### config.mk
export PLATFORM = sky130hd
export DESIGN_NAME = bgd_sdiv_seq_14s
export DESIGN_NICKNAME = d
export VERILOG_FILES = /design/src/rtl/bgd_sdiv_pkg.sv /design/src/rtl/bgd_sdiv_step.sv /design/src/rtl/bgd_sdiv_seq_14s.sv
export SDC_FILE = /design/constraint.sdc
export NUM_CORES = 1
export LEC_CHECK = 0
export BUFFER_PORTS_ARGS = -buffer_cell sky130_fd_sc_hd__buf_2
export CAP_MARGIN = 20
export CORE_ASPECT_RATIO = 1.75
export CORE_MARGIN = 2
export CORE_UTILIZATION = 55
export CTS_BUF_LIST = sky130_fd_sc_hd__clkbuf_8
export CTS_CLUSTER_DIAMETER = 120
export CTS_CLUSTER_SIZE = 8
export DETAILED_ROUTE_END_ITERATION = 16
export GPL_ROUTABILITY_DRIVEN = 0
export PLACE_DENSITY = 0.79
export SLEW_MARGIN = 20
export SYNTH_ARGS = -nofsm -noshare
export SYNTH_HDL_FRONTEND = slang
export SYNTH_SLANG_ARGS = --single-unit
### constraint.sdc
create_clock -name clk -period 2.2 [get_ports clk]
set_input_delay 0.22 -clock clk [delete_from_list [all_inputs] [get_ports clk]]
set_output_delay 0.22 -clock clk [all_outputs]
set_load 0.01 [all_outputs]
### src/rtl/bgd_sdiv_pkg.sv
// Shared types and constants for the sequential signed divider.
// Optional remainder output is enabled by defining BGD_SDIV_REM_EN.
package bgd_sdiv_pkg;

    typedef enum logic [1:0] {
        IDLE = 2'd0,
        CALC = 2'd1,
        FIX  = 2'd2
    } state_t;

    localparam int SDIV_WIDTH = 14;
    localparam int SDIV_CNT_W = $clog2(SDIV_WIDTH);

endpackage

### src/rtl/bgd_sdiv_step.sv
// One radix-2 restoring division step on unsigned magnitudes (WIDTH+1 bits).
module bgd_sdiv_step #(
    parameter int WIDTH = 14
) (
    input  logic [WIDTH:0] rem_in,
    input  logic           bit_in,
    input  logic [WIDTH:0] divisor,
    output logic [WIDTH:0] rem_out,
    output logic           q_bit
);

    logic [WIDTH+1:0] trial;
    logic [WIDTH+1:0] diff;

    assign trial = {rem_in, bit_in};
    assign diff  = trial - {1'b0, divisor};

    // A clear top bit means the trial subtraction did not borrow.
    assign q_bit   = ~diff[WIDTH+1];
    assign rem_out = q_bit ? diff[WIDTH:0] : trial[WIDTH:0];

endmodule

### src/rtl/bgd_sdiv_seq_14s.sv
// Sequential signed divider: WIDTH restoring steps, then a sign-fix cycle.
// Define BGD_SDIV_REM_EN to add the signed remainder output.
module bgd_sdiv_seq_14s
    import bgd_sdiv_pkg::*;
#(
    parameter int WIDTH = SDIV_WIDTH,
    parameter int ID    = 1
) (
    input  logic             clk,
    input  logic             reset,
    input  logic             ce,
    input  logic             start,
    input  logic [WIDTH-1:0] din0,
    input  logic [WIDTH-1:0] din1,
    output logic             busy,
    output logic             done,
    output logic [WIDTH-1:0] dout,
`ifdef BGD_SDIV_REM_EN
    output logic [WIDTH-1:0] rem,
`endif
    output logic             dz
);

    localparam int CNT_W = $clog2(WIDTH);

    if (ID < 0 || WIDTH < 2) begin : g_param_check
        $error("bgd_sdiv_seq_14s: invalid ID or WIDTH");
    end

    state_t           state, state_nxt;
    logic [CNT_W-1:0] cnt;
    logic [WIDTH-1:0] quo;
    logic [WIDTH:0]   part_rem;
    logic [WIDTH:0]   dvsr;
    logic             sign_a, sign_b, zero_div;

    logic [WIDTH:0]   step_rem;
    logic             step_bit;
    logic [WIDTH:0]   din1_ext;
    logic [WIDTH:0]   din1_abs;
    logic [WIDTH-1:0] din0_abs;

    // The dividend magnitude (at most 2^(WIDTH-1)) fits WIDTH unsigned bits,
    // so it shifts through quo; the divisor keeps the extra bit.
    assign din0_abs = din0[WIDTH-1] ? -din0 : din0;
    assign din1_ext = {din1[WIDTH-1], din1};
    assign din1_abs = din1[WIDTH-1] ? -din1_ext : din1_ext;

    bgd_sdiv_step #(.WIDTH(WIDTH)) u_step (
        .rem_in  (part_rem),
        .bit_in  (quo[WIDTH-1]),
        .divisor (dvsr),
        .rem_out (step_rem),
        .q_bit   (step_bit)
    );

    always_ff @(posedge clk or posedge reset) begin
        if (reset) begin
            state <= IDLE;
        end else if (ce) begin
            state <= state_nxt;
        end
    end

    // NOTE: every variable assigned here gets a default first, so no latch is inferred.
    always_comb begin
        state_nxt = state;
        unique case (state)
            IDLE:    if (start) state_nxt = CALC;
            CALC:    if (cnt == '0) state_nxt = FIX;
            FIX:     state_nxt = IDLE;
            default: state_nxt = IDLE;
        endcase
    end

    // NOTE: datapath and outputs are reset too, so an aborted division leaves no stale result.
    always_ff @(posedge clk or posedge reset) begin
        if (reset) begin
            cnt      <= '0;
            quo      <= '0;
            part_rem <= '0;
            dvsr     <= '0;
            sign_a   <= 1'b0;
            sign_b   <= 1'b0;
            zero_div <= 1'b0;
            busy     <= 1'b0;
            done     <= 1'b0;
            dout     <= '0;
            dz       <= 1'b0;
`ifdef BGD_SDIV_REM_EN
            rem      <= '0;
`endif
        end else if (ce) begin
            done <= (state == FIX);
            busy <= (state != IDLE) || start;
            unique case (state)
                IDLE: begin
                    if (start) begin
                        quo      <= din0_abs;
                        dvsr     <= din1_abs;
                        part_rem <= '0;
                        sign_a   <= din0[WIDTH-1];
                        sign_b   <= din1[WIDTH-1];
                        zero_div <= (din1 == '0);
                        cnt      <= CNT_W'(WIDTH - 1);
                    end
                end
                CALC: begin
                    quo      <= {quo[WIDTH-2:0], step_bit};
                    part_rem <= step_rem;
                    if (cnt != '0) cnt <= cnt - 1'b1;
                end
                FIX: begin
                    dz   <= zero_div;
                    dout <= zero_div ? '1 : ((sign_a ^ sign_b) ? -quo : quo);
`ifdef BGD_SDIV_REM_EN
                    // With a zero divisor the magnitude equals |din0|, so this restores din0.
                    rem  <= sign_a ? -part_rem[WIDTH-1:0] : part_rem[WIDTH-1:0];
`endif
                end
                default: ;
            endcase
        end
    end

endmodule

==> results summary <==
The run finished, with violations left. The final reports fail on setup timing. The repair_antennas step left the layout with diodes totalling 0. The max-slew violation count is 0. The residual antenna-violating net count after detailed routing came out at 0.

The count of final setup violators is 5. The root buffer cell chosen for the clock tree is sky130_fd_sc_hd__clkbuf_8. The number of nets in the synthesized netlist is 583. The detailed placer's ending HPWL came out at 8560 um. The Yosys warning count is 0. Measured against the total synthesized area, the mux share comes to 3.58%. Summed over all cells, the static leakage comes to 0.00259 uW. The fmax is 445 MHz. The area growth from synthesis to layout is 23.8%. Clock-pin slew was measured on the worst setup and hold paths at 0.07 ns. Power comes to 10200 uW. Across the VDD grid, the largest voltage drop is 1.39 mV. The final cell area excluding filler cells came out at 5580 um^2. The total number of nets in the final design came out at 674.

By count the netlist is led by sky130_fd_sc_hd__nand2_1 (84), sky130_fd_sc_hd__dfrtp_1 (70), sky130_fd_sc_hd__o21ai_0 (59). After synthesis, the largest family of logic cells by area is compound AO/OA/AOI/OAI gates. Counting flops with a built-in enable in the synthesized netlist gives 0. The number of register bits inferred by synthesis came out at 70. Headroom to the max-slew limit came out at 53.2%.

The tree built by TritonCTS fans out to 70 sinks. The initial utilization of the core area, before any placement, comes to 56.6%. For the finished layout, the period the worst path requires is 2.24 ns.

Entering global routing, the biggest net connects 31 pins. The row count is 43. Setup repair after global routing could not meet its margin everywhere. Measured along the x axis, the die boundary spans 72.5 um.

The detailed router placed 4271 vias in this run. The count of final hold-check violations came out at 0. The most common flop cell mapped by yosys is sky130_fd_sc_hd__dfrtp_1.

The share of the synthesized area in the top cell type came out at 38.8%. The initial detailed-routing violation count is 361. The class of the most critical setup path is register to register.

The cell area after synthesis came out at 4510 um^2. The final clock period utilization by the worst path is 102%. The largest total area in the synthesized netlist belongs to sky130_fd_sc_hd__dfrtp_1. The later pin in the worst-skew pair is clocked with a latency of 0.37 ns.

The class of the tightest hold or removal check is input port to register. The number of buffers added on ports came out at 48. The pre-CTS setup slack came out at -0.0786 ns.

Cells with a size suffix above 1 make up 24.7% of the layout. The first detailed-routing pass ran for 5 iterations. The number of global-route vias before repair is 4186. The tool flagged a number of max-cap violations equal to 0. Counting the buffers created by CTS gives 9. Counting along the longest clock path gives a buffer depth of 2. The wire length of the first global-routing pass is 19400 um. The floorplan step defined a core boundary enclosing 7960 um^2. The synthesized-area fraction occupied by and/or/nand/nor cells is 18.0%. The wire length per cell after detailed routing is 16.9 um. The arrival time of the worst setup path is 2.50 ns.

The die area came out at 8970 um^2. The transition time at the pin with the least slew margin came out at 0.701 ns. The die is 124 um tall. The average size of a mapped cell came out at 8.49 um^2. The initial antenna violation count came out at 0. The share of the synthesized netlist area taken by xor and xnor gates came out at 9.54%.

The proportion of synthesized chip area in sequential cells came out at 38.8%. In the routed design, unresolved DRC markers number 0. The worst hold-check slack came out at 0.150 ns. For the worst setup path, the data required time is 2.45 ns. The worst setup path is launched from a register. In this run the power density over the cells is 1840 nW/um^2. The level count of the clock H-tree is 3. The worst path setup slack after routing came out at -0.0449 ns. The fill cell instance count of the final layout came out at 608.

The area fraction in compound gates after synthesis came out at 19.4%. The most common cell in the synthesized netlist is sky130_fd_sc_hd__nand2_1. The nature of the critical path endpoint is a register. By area the synthesized netlist is led by sky130_fd_sc_hd__dfrtp_1 (39%), sky130_fd_sc_hd__nand2_1 (7.0%), sky130_fd_sc_hd__o21ai_0 (6.5%). The overall global routing resource usage came out at 28.2%. The count of pins on the block boundary came out at 49. The placed standard-cell area is 5060 um^2. The synthesized-area fraction occupied by adder cells came out at 5.71%. The total length of routed wires came out at 12100 um. Using the TritonRoute via totals, the vias-per-cell ratio works out to 5.96. The share of flip-flops with an asynchronous set or reset after synthesis came out at 100%.

The clock arrives with 0.0101 ns of skew. The global-route congestion overflow total came out at 0. The post-synthesis cell count came out at 531. The synthesized netlist contains 57 unique library cells.

The largest fanout on the critical path came out at 8. TritonCTS built the clock tree.
==> what timing repair did <==
action,4_1_cts,5_1_grt
pin swaps,6,13
setup buffers,7,10
hold endpoints to repair,26,0
setup endpoints to repair,15,15
gates cloned,1,0
gates resized for setup,20,21
hold buffers,1,0
==> kinds of logic after synthesis <==
kind of cell             Yosys count
AO/OA/AOI/OAI                    147
XOR/XNOR                          47
adder cells (fa/ha/maj)           20
buffers and inverters             52
flip-flops                        70
multiplexers                      16
AND/OR/NAND/NOR                  179
==> worst paths after layout <==
| check | start | slack, ns | endpoint | cells past startpoint |
|---|---|---|---|---|
| setup reg to reg | part_rem[4] | -0.04 | part_rem[0] | 10 |
| hold reg to reg | dout[2] | 0.47 | dout[2] | 2 |
| min in group asynchronous | reset | 0.51 | dvsr[6] | 3 |
| setup / recovery | part_rem[4] | -0.04 | part_rem[0] | 10 |
| max in group asynchronous | reset | 1.01 | dvsr[14] | 4 |
| hold / removal | ce | 0.15 | state[0] | 2 |
==> layout by cell type (no fill, tap or decap), types with 9 or more instances in the layout <==
| master | count |
|---|---|
| sky130_fd_sc_hd__a21oi_1 | 24 |
| sky130_fd_sc_hd__buf_2 | 48 |
| sky130_fd_sc_hd__buf_4 | 47 |
| sky130_fd_sc_hd__clkbuf_8 | 12 |
| sky130_fd_sc_hd__dfrtp_1 | 69 |
| sky130_fd_sc_hd__ha_4 | 10 |
| sky130_fd_sc_hd__inv_1 | 24 |
| sky130_fd_sc_hd__mux2i_1 | 15 |
| sky130_fd_sc_hd__nand2_1 | 83 |
| sky130_fd_sc_hd__nor2_1 | 38 |
| sky130_fd_sc_hd__o21ai_0 | 55 |
| sky130_fd_sc_hd__o21ai_1 | 11 |
| sky130_fd_sc_hd__o31ai_1 | 9 |
| sky130_fd_sc_hd__xnor2_1 | 23 |
| sky130_fd_sc_hd__xor2_1 | 23 |
==> layout make-up <==
class | instances | area, um^2 | area share [%]
timing repair buffer | 101 | 693 | 12.4
multi-input combinational | 409 | 2720 | 48.8
clock inverter | 4 | 21.3 | 0.381
inverter | 31 | 116 | 2.08
sequential | 70 | 1750 | 31.4
tap | 90 | 113 | 2.02
clock buffer | 12 | 165 | 2.96
==> metrics by stage <==
stage	cells	util [%]	setup TNS, ns
6_report	717	70.1	-0.118
5_1_grt	717	70.1	-0.832
4_1_cts	708	68.8	-0.00624
3_5_place_dp	683	63.6	-0.667
3_3_place_gp	683	63.6	-0.0809
2_1_floorplan	531	-	-0.446
==> per-layer routing <==
metal / track usage, % / up-vias / share of wire, %
met3: 4.13 / 48 / 4.3
met5: 0 / - / 0
li1: - / 2035 / -
met2: 51.8 / 167 / 54
met1: 28.7 / 2021 / 36
met4: 19.0 / 0 / 5.6
==> critical path, cell delays in order, from the launching register on <==
cell and delay (ns):
sky130_fd_sc_hd__dfrtp_1 0.41, sky130_fd_sc_hd__ha_1 0.35, sky130_fd_sc_hd__o21ai_1 0.22, sky130_fd_sc_hd__a21oi_2 0.10, sky130_fd_sc_hd__o211ai_1 0.13, sky130_fd_sc_hd__nand3_2 0.15, sky130_fd_sc_hd__xor2_4 0.18, sky130_fd_sc_hd__buf_6 0.13
sky130_fd_sc_hd__buf_12 0.13, sky130_fd_sc_hd__mux2i_1 0.12, sky130_fd_sc_hd__a22o_1 0.20
==> sequential cells by signal, summed over array words and instances, names as in the netlist, 2 cells and up <==
signal and count:
dvsr 15, dout 14, cnt 4, state 2, part_rem 15, quo 14
==> report_power, final <==
| group | leakage [uW] | switching, uW | internal (uW) |
|---|---|---|---|
| clock network | 0.0000996 | 502 | 494 |
| registers | 0.000890 | 506 | 1820 |
| logic | 0.00160 | 3460 | 3470 |
No activity file was read; power rests on OpenSTA's default activity.
